<file path="config.mk">
export PLATFORM = sky130hd
export DESIGN_NAME = vga_capture_flat
export DESIGN_NICKNAME = d
export VERILOG_FILES = /design/src/rtl/vga_capture_if.sv /design/src/rtl/vga_capture.sv /design/src/flat_wrapper.sv
export SDC_FILE = /design/constraint.sdc
export NUM_CORES = 1
export LEC_CHECK = 0
export ABC_AREA = 1
export BUFFER_PORTS_ARGS = -buffer_cell sky130_fd_sc_hd__buf_4
export CELL_PAD_IN_SITES_DETAIL_PLACEMENT = 1
export CELL_PAD_IN_SITES_GLOBAL_PLACEMENT = 1
export CORE_MARGIN = 4
export CORE_UTILIZATION = 35
export CTS_CLUSTER_SIZE = 25
export DETAILED_ROUTE_END_ITERATION = 10
export GPL_ROUTABILITY_DRIVEN = 0
export PLACE_DENSITY = 0.63
export SLEW_MARGIN = 20
export SYNTH_ARGS = -nofsm -noshare
export SYNTH_HDL_FRONTEND = slang
export SYNTH_SLANG_ARGS = --single-unit
</file>
<file path="constraint.sdc">
create_clock -name clk -period 2.2 [get_ports clk]
set_input_delay 0.22 -clock clk [delete_from_list [all_inputs] [get_ports clk]]
set_output_delay 0.22 -clock clk [all_outputs]
set_load 0.02 [all_outputs]
</file>
<file path="src/rtl/vga_capture_if.sv">
// Video-in / frame-buffer-write bundle between a video source and vga_capture.
// master drives the pins and consumes writes; slave is the capture block.
interface vga_capture_if #(
    parameter int unsigned WIDTH = 12
);
    logic             hsync;
    logic             vsync;
    logic             data_enable;
    logic [7:0]       red;
    logic [7:0]       green;
    logic [7:0]       blue;
    logic             wr_en;
    logic [18:0]      wr_addr;
    logic [31:0]      wr_data;
    logic [WIDTH-1:0] hdata;
    logic [WIDTH-1:0] vdata;
    logic             locked;
    logic             frame_done;
    logic             sync_error;
    logic [WIDTH-1:0] line_length;

    modport master (
        output hsync, vsync, data_enable, red, green, blue,
        input  wr_en, wr_addr, wr_data, hdata, vdata,
        input  locked, frame_done, sync_error, line_length
    );

    modport slave (
        input  hsync, vsync, data_enable, red, green, blue,
        output wr_en, wr_addr, wr_data, hdata, vdata,
        output locked, frame_done, sync_error, line_length
    );
endinterface

</file>
<file path="src/rtl/vga_capture.sv">
// Captures a parallel RGB stream into raster-ordered frame-buffer writes,
// gated by a lock FSM that validates frame geometry and measures line length.
module vga_capture #(
    parameter int unsigned WIDTH = 12,
    parameter int unsigned HSIZE = 800,
    parameter int unsigned VSIZE = 600,
    parameter bit          HSPP  = 1'b0,
    parameter bit          VSPP  = 1'b0
) (
    input  logic         clk,
    input  logic         reset,
    vga_capture_if.slave vid
);
    localparam int unsigned AW = 19;
    localparam int unsigned DW = 32;

    localparam logic [WIDTH-1:0] H_LIM    = WIDTH'(HSIZE);
    localparam logic [WIDTH-1:0] V_LIM    = WIDTH'(VSIZE);
    localparam logic [WIDTH-1:0] CNT_MAX  = '1;
    localparam logic [AW-1:0]    ADDR_LIM = AW'(HSIZE * VSIZE);

    typedef enum logic [1:0] {
        S_SEARCH = 2'd0,
        S_CHECK  = 2'd1,
        S_LOCKED = 2'd2
    } state_t;

    state_t state;
    state_t state_n;

    logic       s1_hs, s1_vs, s1_de;
    logic [7:0] s1_red, s1_green, s1_blue;
    logic       s2_hs, s2_vs, s2_de;

    logic [WIDTH-1:0] x_cnt;
    logic [WIDTH-1:0] y_cnt;
    logic [AW-1:0]    addr_cnt;
    logic [WIDTH-1:0] ll_cnt;
    logic [WIDTH-1:0] ll_meas;
    logic             ll_seen;

    logic             hs_lead, vs_lead, de_rise, de_fall;
    logic [WIDTH-1:0] y_inc;
    logic [WIDTH-1:0] y_eff;
    logic             line_viol, frame_viol, accept;
    logic             wr_c, fd_c, se_c;

    logic             p_wr_en;
    logic [AW-1:0]    p_addr;
    logic [DW-1:0]    p_data;
    logic [WIDTH-1:0] p_hdata;
    logic [WIDTH-1:0] p_vdata;
    logic             p_frame_done;
    logic             p_sync_error;

    // Input sample and edge-history registers; reset to the idle polarity.
    always_ff @(posedge clk) begin
        if (reset) begin
            s1_hs    <= ~HSPP;
            s1_vs    <= ~VSPP;
            s1_de    <= 1'b0;
            s1_red   <= '0;
            s1_green <= '0;
            s1_blue  <= '0;
            s2_hs    <= ~HSPP;
            s2_vs    <= ~VSPP;
            s2_de    <= 1'b0;
        end else begin
            s1_hs    <= vid.hsync;
            s1_vs    <= vid.vsync;
            s1_de    <= vid.data_enable;
            s1_red   <= vid.red;
            s1_green <= vid.green;
            s1_blue  <= vid.blue;
            s2_hs    <= s1_hs;
            s2_vs    <= s1_vs;
            s2_de    <= s1_de;
        end
    end

    assign hs_lead = (s1_hs == HSPP) && (s2_hs != HSPP);
    assign vs_lead = (s1_vs == VSPP) && (s2_vs != VSPP);
    assign de_rise = s1_de && !s2_de;
    assign de_fall = !s1_de && s2_de;

    // A line ending in the vsync cycle is counted before the frame is judged.
    assign y_inc = (y_cnt == CNT_MAX) ? y_cnt : y_cnt + WIDTH'(1);
    assign y_eff = de_fall ? y_inc : y_cnt;

    assign line_viol  = (de_fall && (x_cnt != H_LIM)) || (s1_de && (x_cnt >= H_LIM));
    assign frame_viol = (vs_lead && (y_eff != V_LIM)) || (de_rise && (y_cnt >= V_LIM));
    assign accept     = s1_de && (x_cnt < H_LIM) && (y_cnt < V_LIM) && (addr_cnt < ADDR_LIM);

    // Coordinate and address counters run in every state.
    always_ff @(posedge clk) begin
        if (reset) begin
            x_cnt    <= '0;
            y_cnt    <= '0;
            addr_cnt <= '0;
        end else begin
            if (hs_lead || de_fall) begin
                x_cnt <= '0;
            end else if (s1_de && (x_cnt < H_LIM)) begin
                x_cnt <= x_cnt + WIDTH'(1);
            end

            if (vs_lead) begin
                y_cnt <= '0;
            end else if (de_fall) begin
                y_cnt <= y_inc;
            end

            if (vs_lead) begin
                addr_cnt <= '0;
            end else if (accept) begin
                addr_cnt <= addr_cnt + AW'(1);
            end
        end
    end

    // Line length: clocks between consecutive hsync leading edges, saturating.
    always_ff @(posedge clk) begin
        if (reset) begin
            ll_cnt  <= '0;
            ll_meas <= '0;
            ll_seen <= 1'b0;
        end else if (hs_lead) begin
            ll_cnt  <= WIDTH'(1);
            ll_seen <= 1'b1;
            if (ll_seen) begin
                ll_meas <= ll_cnt;
            end
        end else if (ll_cnt != CNT_MAX) begin
            ll_cnt <= ll_cnt + WIDTH'(1);
        end
    end

    always_ff @(posedge clk) begin
        if (reset) begin
            state <= S_SEARCH;
        end else begin
            state <= state_n;
        end
    end

    always_comb begin
        state_n = state;
        wr_c    = 1'b0;
        fd_c    = 1'b0;
        se_c    = 1'b0;
        unique case (state)
            S_SEARCH: begin
                if (vs_lead) begin
                    state_n = S_CHECK;
                end
            end
            S_CHECK: begin
                if (line_viol || frame_viol) begin
                    state_n = S_SEARCH;
                    se_c    = 1'b1;
                end else if (vs_lead) begin
                    state_n = S_LOCKED;
                end
            end
            S_LOCKED: begin
                wr_c = accept;
                if (line_viol || frame_viol) begin
                    state_n = S_SEARCH;
                    se_c    = 1'b1;
                end else if (vs_lead) begin
                    fd_c = 1'b1;
                end
            end
            default: begin
                state_n = S_SEARCH;
            end
        endcase
    end

    // Decision stage: capture the pixel and its coordinates with the write strobe.
    always_ff @(posedge clk) begin
        if (reset) begin
            p_wr_en      <= 1'b0;
            p_addr       <= '0;
            p_data       <= '0;
            p_hdata      <= '0;
            p_vdata      <= '0;
            p_frame_done <= 1'b0;
            p_sync_error <= 1'b0;
        end else begin
            p_wr_en      <= wr_c;
            p_addr       <= addr_cnt;
            p_data       <= {8'h00, s1_red, s1_green, s1_blue};
            p_hdata      <= x_cnt;
            p_vdata      <= y_cnt;
            p_frame_done <= fd_c;
            p_sync_error <= se_c;
        end
    end

    // Output stage.
    always_ff @(posedge clk) begin
        if (reset) begin
            vid.wr_en       <= 1'b0;
            vid.wr_addr     <= '0;
            vid.wr_data     <= '0;
            vid.hdata       <= '0;
            vid.vdata       <= '0;
            vid.locked      <= 1'b0;
            vid.frame_done  <= 1'b0;
            vid.sync_error  <= 1'b0;
            vid.line_length <= '0;
        end else begin
            vid.wr_en       <= p_wr_en;
            vid.wr_addr     <= p_addr;
            vid.wr_data     <= p_data;
            vid.hdata       <= p_hdata;
            vid.vdata       <= p_vdata;
            vid.locked      <= (state == S_LOCKED);
            vid.frame_done  <= p_frame_done;
            vid.sync_error  <= p_sync_error;
            vid.line_length <= ll_meas;
        end
    end
endmodule
</file>
<file path="src/flat_wrapper.sv">
// flat-port wrapper written by rule: the top's interface ports become plain ports
module vga_capture_flat 
#(
    parameter int unsigned WIDTH = 12,
    parameter int unsigned HSIZE = 800,
    parameter int unsigned VSIZE = 600,
    parameter bit          HSPP  = 1'b0,
    parameter bit          VSPP  = 1'b0
)
  (clk, reset, vid_hsync, vid_vsync, vid_data_enable, vid_red, vid_green, vid_blue, vid_wr_en, vid_wr_addr, vid_wr_data, vid_hdata, vid_vdata, vid_locked, vid_frame_done, vid_sync_error, vid_line_length);
  vga_capture_if #(.WIDTH(WIDTH)) vid_i ();
  input  logic clk;
  input  logic reset;
  input wire logic [$bits(vid_i.hsync)-1:0] vid_hsync;
  input wire logic [$bits(vid_i.vsync)-1:0] vid_vsync;
  input wire logic [$bits(vid_i.data_enable)-1:0] vid_data_enable;
  input wire logic [$bits(vid_i.red)-1:0] vid_red;
  input wire logic [$bits(vid_i.green)-1:0] vid_green;
  input wire logic [$bits(vid_i.blue)-1:0] vid_blue;
  output wire logic [$bits(vid_i.wr_en)-1:0] vid_wr_en;
  output wire logic [$bits(vid_i.wr_addr)-1:0] vid_wr_addr;
  output wire logic [$bits(vid_i.wr_data)-1:0] vid_wr_data;
  output wire logic [$bits(vid_i.hdata)-1:0] vid_hdata;
  output wire logic [$bits(vid_i.vdata)-1:0] vid_vdata;
  output wire logic [$bits(vid_i.locked)-1:0] vid_locked;
  output wire logic [$bits(vid_i.frame_done)-1:0] vid_frame_done;
  output wire logic [$bits(vid_i.sync_error)-1:0] vid_sync_error;
  output wire logic [$bits(vid_i.line_length)-1:0] vid_line_length;
  assign vid_i.hsync = vid_hsync;
  assign vid_i.vsync = vid_vsync;
  assign vid_i.data_enable = vid_data_enable;
  assign vid_i.red = vid_red;
  assign vid_i.green = vid_green;
  assign vid_i.blue = vid_blue;
  assign vid_wr_en = vid_i.wr_en;
  assign vid_wr_addr = vid_i.wr_addr;
  assign vid_wr_data = vid_i.wr_data;
  assign vid_hdata = vid_i.hdata;
  assign vid_vdata = vid_i.vdata;
  assign vid_locked = vid_i.locked;
  assign vid_frame_done = vid_i.frame_done;
  assign vid_sync_error = vid_i.sync_error;
  assign vid_line_length = vid_i.line_length;
  vga_capture #(.WIDTH(WIDTH), .HSIZE(HSIZE), .VSIZE(VSIZE), .HSPP(HSPP), .VSPP(VSPP)) u_core (.clk(clk), .reset(reset), .vid(vid_i));
endmodule
</file>
==> results.md <==
- Placed Area: 9930 µm²
- Count leader, synth: dfxtp_1
- Initial Util: 35.6%
- Routed len/inst: 12.4 µm
- Routing usage on met3: 3.08%
- Total power of the final layout: 9.48 mW
- Die X: 165 µm
- Port bufs: 111
- Final hold viol count: 0
- Fin Hold WS: 0.399 ns
- YS warnings: 0
- Reg2reg start: u_core.y_cnt[1]
- Hold Path Origin: u_core.p_hdata[5]
- Outcome: complete, no violations
- H-tree depth: 1
- Worst path arrival time: 2.57 ns
- Max FO, Critical Path: 6
- EDFF count, synth: 0
- Vias in the first global route: 6893
- Clk root buf: clkbuf_16
- Nature of the critical path endpoint: register
- First-pass GRT wire length: 32.1 mm
- Static Leak: 4.92 nW
- Final Cell Area: 11200 µm²
- Remaining global-route overflow: 0
- Antenna diode count: 0
- Leading post-synthesis cells by cell area: dfxtp_1 59%, nor2_1 9.9%, inv_1 9.4%, nand2_1 4.7%, a21oi_1 2.8%
- # DRC: 0
- Startpoint Class: register
- DR vias: 6769
- Crit. Startpoint: u_core.y_cnt[1]
- Reg power frac: 50.0%
- CTS tree: done
- Post-DP HPWL: 13.1 mm
- Net Sw Frac: 22.2%
- # rows: 57
- Final WL: 19.4 mm
- Crit path time final: 2.10 ns
- Final Skew: 0.00658 ns
- Fin crit share: 95.6%
- Clock sinks: 253
- Worst hold path type: register to register
- Top FF cell, synth: dfxtp_1
- Synthesis-to-layout area growth: 30.0%
- DR vias/cell: 4.31
- GR Util met1: 17.0%
- Maximum number of pins on one net before global-route repair: 108
- CTS max path bufs: 3
- Post-Syn Instances: 1055
- Clock slew at reported path FFs: 0.06 ns
- Synth async-reset ratio: 0%
- Synth top area share: 58.6%
- Post-synth top cells: 253 x dfxtp_1, 228 x nor2_1, 217 x inv_1, 108 x nand2_1, 48 x a21oi_1
- First DRT Iteration DRCs: 288
- Post-Syn Area per Cell: 8.20 µm²
- CTS Buf Count: 28
- DRT Pass-1 Iters: 4
- Relative slew slack: 51.6%
- Place WS: -0.0952 ns
- Proportion of power drawn by combinational gates: 6.0%
- Layout cells sized above 1: 19.4%
- VDD IR max: 0.000535 V
- Post-Synthesis Cell Area: 8650 µm²
- Clock latency on the worst-skew pair: 0.52 ns
- # nets final: 1269
- Library cells used by synthesis: 43
- Pwr Density: 843 nW/µm²
- Final worst slack: 0.0957 ns
- Clock Power Share: 44.0%
- Setup CP Type: register to register
- Setup TNS Final: 0 ns
- Cell type with the largest total area after synthesis: dfxtp_1
- Slew Viols, Final: 0
- Routed Antenna Nets: 0
- Die ar.: 27300 µm²
- Die Span Y: 165 µm
- Met2 GRT Util: 25.6%
- Net Switching: 2.11 mW
- # IOs: 120
- RSZ-0062 raised after global routing: true
- Max Cap Violations: 0
- Initial antenna violation count: 0
- Pint: 7.37 mW
- Sequential area share after synthesis: 58.6%
- Seq cells post-synth: 253
- All-Layer GR Usage: 14.2%
- Busiest layer in global routing: met2
- Core Area: 24300 µm²
- Worst EP required: 2.66 ns
- Fmax: 475 MHz
- Slew @ Worst Pin: 0.724 ns
- Final setup fails: 0
## registers in the layout, summed over array words and instances (netlist names), 2 cells and up
name / count
u_core.ll_cnt: 12
u_core.s1_green: 8
u_core.vid.hdata: 12
u_core.p_data: 24
u_core.y_cnt: 12
u_core.vid.wr_data: 24
u_core.s1_red: 8
u_core.p_addr: 19
u_core.vid.wr_addr: 19
u_core.ll_meas: 12
u_core.vid.vdata: 12
u_core.x_cnt: 12
u_core.s1_blue: 8
u_core.addr_cnt: 19
u_core.p_hdata: 12
u_core.p_vdata: 12
u_core.vid.line_length: 12
u_core.state: 2
## stage by stage
step	util, %	std cells
after global routing	46.2	1570
after CTS	45.5	1559
after global placement	40.8	1485
after floorplan	-	1062
after detailed placement	40.8	1485
final	46.2	1570
## per-layer routing
metal,vias to the layer above,routed length (µm)
met3,29,920
li1,3498,-
met1,3149,8420
met2,93,9770
met4,0,335
met5,-,0
## final cells by class
type | count | area [µm²]
Clock buffer | 38 | 779
Clock inverter | 7 | 38.8
Fill cell | 2964 | 13100
Inverter | 223 | 843
Multi-Input combinational cell | 551 | 2710
Sequential cell | 253 | 5070
Tap cell | 324 | 405
Timing Repair Buffer | 174 | 1390
## what timing repair did
| item | CTS | global route |
|---|---|---|
| buffers inserted | 0 | 10 |
| resized for setup | 6 | 27 |
| cloned | 0 | 1 |
| pin swaps | 1 | 6 |
| hold endpoints to repair | 36 | 0 |
| hold buffers | 29 | 0 |
| setup endpoints to repair | 2 | 3 |
## path summary, 6_finish.rpt
| path | depth (start not counted) | slack [ns] | to |
|---|---|---|---|
| setup / recovery | 15 | 0.1 | u_core.state[1] |
| hold / removal | 2 | 0.40 | u_core.vid.hdata[5] |
| setup reg to reg | 15 | 0.1 | u_core.state[1] |
| hold reg to reg | 2 | 0.40 | u_core.vid.hdata[5] |
## placed cells by master, fill, tap and decap left out, types with 16 or more instances in the layout
cell type      synthesis  final
nor3_1                16     16
nand3_1               32     25
buf_4                  8    142
clkbuf_16              0     29
nor2_1               228    222
o21ai_0               30     30
inv_1                217    215
nand2_1              108    105
a21oi_1               48     48
dfxtp_1              253    249
dlygate4sd3_1          0     29
## worst max-delay path, cell delays in order, from the launching register on
cell and delay (ns):
dfxtp_4 0.36, ha_2 0.18, nand2_2 0.10, nor2_4 0.16, nand3_4 0.14, nand3_1 0.09
nand2_1 0.06, nand2_1 0.10, nand2_1 0.06, nor2_1 0.13, nand3_2 0.14, nand2_4 0.12
nand3_2 0.10, nand4_1 0.14, nand2_1 0.07, nor2_1 0.11
## logic make-up after synthesis
| family | Yosys count | share of synthesized area, % |
|---|---|---|
| flip-flops | 253 | 58.6 |
| AO/OA/AOI/OAI | 91 | 5.46 |
| AND/OR/NAND/NOR | 434 | 22.0 |
| other | 1 | 0.0434 |
| buffers and inverters | 259 | 11.8 |
| adder cells (fa/ha/maj) | 9 | 1.30 |
| XOR/XNOR | 8 | 0.810 |
## power groups by stage
stage	clock network, mW	registers, mW	logic [mW]
2_1_floorplan	0	4.86	0.306
3_3_place_gp	0	4.83	0.486
3_5_place_dp	0	4.84	0.501
4_1_cts	4.36	4.74	0.555
5_1_grt	4.56	4.75	0.647
6_report	4.17	4.74	0.566
Note: power is estimated with default switching activity, not from simulation.
